**config.mk**
```make
export PLATFORM = sky130hd
export DESIGN_NAME = i2c_slave
export DESIGN_NICKNAME = d
export VERILOG_FILES = /design/src/rtl/i2c_slave.sv
export SDC_FILE = /design/constraint.sdc
export NUM_CORES = 1
export LEC_CHECK = 0
export CAP_MARGIN = 20
export CORE_AREA = 2 2 62 64
export DETAILED_ROUTE_END_ITERATION = 7
export DIE_AREA = 0 0 64 66
export PLACE_DENSITY = 0.8
export SLEW_MARGIN = 20
export SYNTH_ARGS = -nofsm -noshare
export SYNTH_HDL_FRONTEND = slang
export SYNTH_SLANG_ARGS = --single-unit
```
**constraint.sdc**
```tcl
create_clock -name i_sclk -period 3.5 [get_ports i_sclk]
set_input_delay 0.35 -clock i_sclk [delete_from_list [all_inputs] [get_ports i_sclk]]
set_output_delay 0.35 -clock i_sclk [all_outputs]
set_load 0.01 [all_outputs]
```
**src/rtl/i2c_slave.sv**
```systemverilog
// I2C target with 7-bit addressing, byte-wise write and read transfers.
// Bus lines are oversampled on i_sclk; SDA is driven open-drain through o_sda_oe.
module i2c_slave #(
  parameter logic [6:0] SLAVE_ADDR = 7'h42
) (
  input  logic       i_sclk,
  input  logic       i_rst_n,
  input  logic       i_scl,
  input  logic       i_sda,
  output logic       o_sda_oe,
  input  logic [7:0] i_tx_data,
  output logic       o_tx_req,
  output logic [7:0] o_rx_data,
  output logic       o_rx_valid,
  output logic       o_busy,
  output logic [2:0] o_state
);

  typedef enum logic [2:0] {
    IDLE, ADDR, ADDR_ACK, IGNORE, WRITE, WRITE_ACK, READ, READ_ACK
  } state_t;

  state_t     state;
  logic [3:0] cnt;
  logic [7:0] shreg;
  logic       rw;

  // [0],[1] form the synchronizer, [2] is the delayed copy used for edge detection.
  // Reset to 1 so an idle bus produces no spurious events after reset release.
  logic [2:0] scl_q;
  logic [2:0] sda_q;

  always_ff @(posedge i_sclk or negedge i_rst_n) begin
    if (!i_rst_n) begin
      scl_q <= 3'b111;
      sda_q <= 3'b111;
    end else begin
      scl_q <= {scl_q[1:0], i_scl};
      sda_q <= {sda_q[1:0], i_sda};
    end
  end

  logic scl_s, scl_d, sda_s, sda_d;
  logic scl_rise, scl_fall, start_evt, stop_evt;

  assign scl_s     = scl_q[1];
  assign scl_d     = scl_q[2];
  assign sda_s     = sda_q[1];
  assign sda_d     = sda_q[2];
  assign scl_rise  = scl_s & ~scl_d;
  assign scl_fall  = ~scl_s & scl_d;
  assign stop_evt  = scl_s & scl_d & sda_s & ~sda_d;
  assign start_evt = scl_s & scl_d & ~sda_s & sda_d;
  assign o_state   = state;

  always_ff @(posedge i_sclk or negedge i_rst_n) begin
    if (!i_rst_n) begin
      state      <= IDLE;
      cnt        <= 4'd0;
      shreg      <= 8'd0;
      rw         <= 1'b0;
      o_sda_oe   <= 1'b0;
      o_tx_req   <= 1'b0;
      o_rx_data  <= 8'd0;
      o_rx_valid <= 1'b0;
      o_busy     <= 1'b0;
    end else begin
      o_tx_req   <= 1'b0;
      o_rx_valid <= 1'b0;
      if (stop_evt) begin
        state    <= IDLE;
        o_sda_oe <= 1'b0;
        o_busy   <= 1'b0;
      end else if (start_evt) begin
        state    <= ADDR;
        cnt      <= 4'd0;
        o_sda_oe <= 1'b0;
        o_busy   <= 1'b0;
      end else begin
        case (state)
          IDLE: ;
          ADDR: begin
            if (scl_rise) begin
              shreg <= {shreg[6:0], sda_s};
              cnt   <= cnt + 4'd1;
            end else if (scl_fall && cnt == 4'd8) begin
              if (shreg[7:1] == SLAVE_ADDR) begin
                o_sda_oe <= 1'b1;
                o_busy   <= 1'b1;
                rw       <= shreg[0];
                state    <= ADDR_ACK;
              end else begin
                state <= IGNORE;
              end
            end
          end
          ADDR_ACK: begin
            if (scl_fall) begin
              cnt <= 4'd0;
              if (!rw) begin
                o_sda_oe <= 1'b0;
                state    <= WRITE;
              end else begin
                shreg    <= i_tx_data;
                o_tx_req <= 1'b1;
                o_sda_oe <= ~i_tx_data[7];
                state    <= READ;
              end
            end
          end
          IGNORE: o_sda_oe <= 1'b0;
          WRITE: begin
            if (scl_rise) begin
              shreg <= {shreg[6:0], sda_s};
              cnt   <= cnt + 4'd1;
              if (cnt == 4'd7) begin
                o_rx_data  <= {shreg[6:0], sda_s};
                o_rx_valid <= 1'b1;
              end
            end else if (scl_fall && cnt == 4'd8) begin
              o_sda_oe <= 1'b1;
              state    <= WRITE_ACK;
            end
          end
          WRITE_ACK: begin
            if (scl_fall) begin
              o_sda_oe <= 1'b0;
              cnt      <= 4'd0;
              state    <= WRITE;
            end
          end
          READ: begin
            // Bit 7 was already driven on entry; each fall moves to the next bit.
            if (scl_fall) begin
              if (cnt == 4'd7) begin
                o_sda_oe <= 1'b0;
                cnt      <= 4'd0;
                state    <= READ_ACK;
              end else begin
                shreg    <= {shreg[6:0], 1'b0};
                o_sda_oe <= ~shreg[6];
                cnt      <= cnt + 4'd1;
              end
            end
          end
          READ_ACK: begin
            // cnt==1 records that the master acknowledged on this clock.
            if (scl_rise) begin
              if (sda_s) begin
                o_busy <= 1'b0;
                state  <= IGNORE;
              end else begin
                cnt <= 4'd1;
              end
            end else if (scl_fall && cnt == 4'd1) begin
              shreg    <= i_tx_data;
              o_tx_req <= 1'b1;
              o_sda_oe <= ~i_tx_data[7];
              cnt      <= 4'd0;
              state    <= READ;
            end
          end
          default: state <= IDLE;
        endcase
      end
    end
  end

endmodule

```
==> flow_metrics.tcl <==
set metrics [dict create \
    hpwl_microns 3180 \
    h-tree-depth 2 \
    worstPathCellList "inv_1, nand2_1, a21boi_1, mux2_2, mux2_2" \
    p_leak_nw 0.923 \
    final_nets 225 \
    drive_above_1_share_pct 22.7 \
    clock-sinks 34 \
    holdBufCountCts 0 \
    rsz0062_at_grt "no" \
    min-delay-path-class "register to register" \
    drv_slew 0 \
    finalPower_mw 1.68 \
    die_area_sq_mm 0.00422 \
    fmax_ghz 0.381 \
    drt_wl_total_microns 4460 \
    finalCritPeriodShare_pct 75.1 \
    hold_viol 0 \
    path_max_fanout 18 \
    via_per_inst 6.27 \
    synth-seq-cells 34 \
    drc_errors 0 \
    tritoncts "built" \
    fp-row-count 22 \
    drt-initial-drc-count 88 \
    slowest_stage "dfrtp_1" \
    die_height_microns 66 \
    slew_headroom_pct 52.5 \
    antenna_found_initial 0 \
    synth_area_sq_mm 0.00199 \
    gp_congestion 0.955 \
    grt_pass1_wl_microns 7720 \
    wl_per_cell_microns 17.2 \
    ys_types 55 \
    synth_area_per_cell_sq_um 10.7 \
    first_pass_iters 5 \
    fillCellCount 267 \
    grt_max_degree 35 \
    clk_latency_ns 0.34 \
    vias 1625 \
    postRouteAntennaNets 0 \
    max-clock-path-buffers 2 \
    cp.arrival_ns 2.85 \
    cts_resized 0 \
    startpoint_type "register" \
    skew_ns 0.0119 \
    cts.clk_slew.worst_paths_ns 0.11 \
    grt_remaining_overflow 0 \
    peakVddDrop_uv 322 \
    io_buffers 26 \
    crit_required_ns 3.73 \
    setup-tns-final_ns 0 \
    n_antenna_cell 0 \
    postCtsSetupRepairBufs 0 \
    setup_viol 0 \
    synth_nets 200 \
    numCtsBuffers 5 \
    core_sq_mm 0.00355 \
    synthCells 185 \
    pin_count 27 \
    max-cap-violations 0 \
    dieWidth_microns 64 \
    path_class "register to register" \
    initial_core_util_pct 55.9 \
    cts_root_buf "clkbuf_4" \
    status "completed" \
    cp-end-kind "register" \
    cp_common_cell "mux2_2" \
    grt_usage_pct 23.8 \
    syn_to_final_growth_pct 17.6 \
    seq_area_frac_synth_pct 43.2 \
    worst_pin_slew_ns 0.706 \
    critPathMaxStageDelay_ns 0.71 \
    grt_pass1_vias 1557 \
    layout_min_cycle_time_ns 2.63 \
    yosysWarnings 0 \
    power_density_mw_per_mm2 721 \
]
## cells in the mapped netlist, drive strengths merged
library cell,n,share of area [%]
or4b,1,0.50
nand2b,5,2.0
ha,3,1.9
nor2,9,1.8
and2,1,0.32
clkbuf,3,0.57
nand3b,1,0.38
o32a,1,0.50
nor3,5,1.5
nand4b,2,0.88
nand3,4,1.0
o31ai,2,0.76
xor2,1,0.44
a2111oi,2,1.2
o311ai,3,1.3
mux2i,2,1.0
nor4,2,1.4
a211oi,5,1.9
or2,4,1.3
nand4bb,1,0.57
mux2,24,14
nand2,9,1.7
a221oi,1,0.44
and3b,1,0.44
nor2b,4,1.3
xnor2,1,0.44
buf,6,1.6
a21oi,12,3.2
and3,1,0.32
a2bb2oi,2,0.88
nor4b,3,2.1
a32oi,1,0.44
a21boi,1,0.38
inv,7,1.3
or3,1,0.32
nor3b,3,1.1
o41ai,2,0.88
a31oi,1,0.32
and2b,1,0.38
a311o,1,0.50
o21ai,7,1.8
dfrtp,28,35
o32ai,3,1.3
o221ai,2,0.88
dfstp,6,7.9
## path summary, 6_finish.rpt
kind / slack, ns / from / endpoint / cells after the start
setup reg to reg: 0.87 / o_state[0] / shreg[5] / 5
setup / recovery: 0.87 / o_state[0] / shreg[5] / 5
hold reg to reg: 0.35 / sda_q[0] / sda_q[1] / 0
hold / removal: 0.35 / sda_q[0] / sda_q[1] / 0
max in group asynchronous: 2.74 / i_rst_n / scl_q[1] / 2
min in group asynchronous: 0.39 / i_rst_n / cnt[3] / 2
## flip-flops by register name (all words and copies together) (netlist names)
register    flops
o_rx_data       8
shreg           8
cnt             4
o_state         3
scl_q           3
sda_q           3
o_busy          1
o_rx_valid      1
o_sda_oe        1
o_tx_req        1
rw              1
## critical path, delay by kind of cell (launching register included)
family / cells / cell delay [ns]
AOI/OAI and AO/OA: 1 / 0.58
muxes: 2 / 0.67
buffers and inverters: 1 / 0.32
and+or+nand+nor: 1 / 0.23
DFF: 1 / 0.71
## stage by stage
step                      utilization, %  hold WS [ns]  cell area (sq um)  cells  setup WS [ns]
final                               65.8         0.352               2330    259          0.872
after global placement              64.0         0.347               2270    251           1.08
after CTS                           65.8         0.366               2330    259          0.916
after floorplan                        -        0.0544               1990    185           1.56
after global routing                65.8         0.374               2330    259          0.720
after detailed placement            64.0         0.347               2270    251          0.929
## power breakdown
part           leakage [nW]  switching (mW)  internal (mW)  total (mW)
logic                 0.463           0.390          0.395       0.785
registers             0.426           0.172          0.489       0.661
clock network        0.0343           0.141         0.0965       0.237
## cell usage in the layout (no fill, tap or decap), types with 5 or more instances in the layout
cell	instances
a211oi_1	5
a21oi_1	11
clkbuf_4	5
clkdlybuf4s50_1	26
dfrtp_1	28
dfstp_2	6
inv_1	7
mux2_2	24
nand2_1	9
nor2_1	8
o21ai_0	7
## per-layer routing
layer | vias up | part of all wire [%] | GRT usage, % | wire [microns]
met1 | 770 | 44 | 31.3 | 1950
met4 | 0 | 1.9 | 8.70 | 85
li1 | 747 | - | - | -
met5 | - | 0 | 0 | 0
met2 | 92 | 46 | 38.7 | 2060
met3 | 16 | 8.2 | 5.11 | 366
## area by class of cell
| class | instances | area, sq um | share of cell area (%) |
|---|---|---|---|
| Clock inverter | 2 | 12.5 | 0.536 |
| Timing Repair Buffer | 27 | 268 | 11.5 |
| Tap cell | 48 | 60.1 | 2.57 |
| Clock buffer | 6 | 51.3 | 2.20 |
| Multi-Input combinational cell | 135 | 1060 | 45.3 |
| Sequential cell | 34 | 858 | 36.8 |
| Inverter | 7 | 26.3 | 1.13 |
## cell families (layout without fill, tap and decap cells)
group	count (synthesis)	after routing	share of synthesized area [%]
buf+inv	16	42	3.47
fa+ha+maj	3	3	1.89
simple gates	58	58	19.2
mux	26	26	14.6
compound gates	46	46	16.7
flops	34	34	43.2
xor+xnor	2	2	0.882
(Power assumes the default switching activity.)
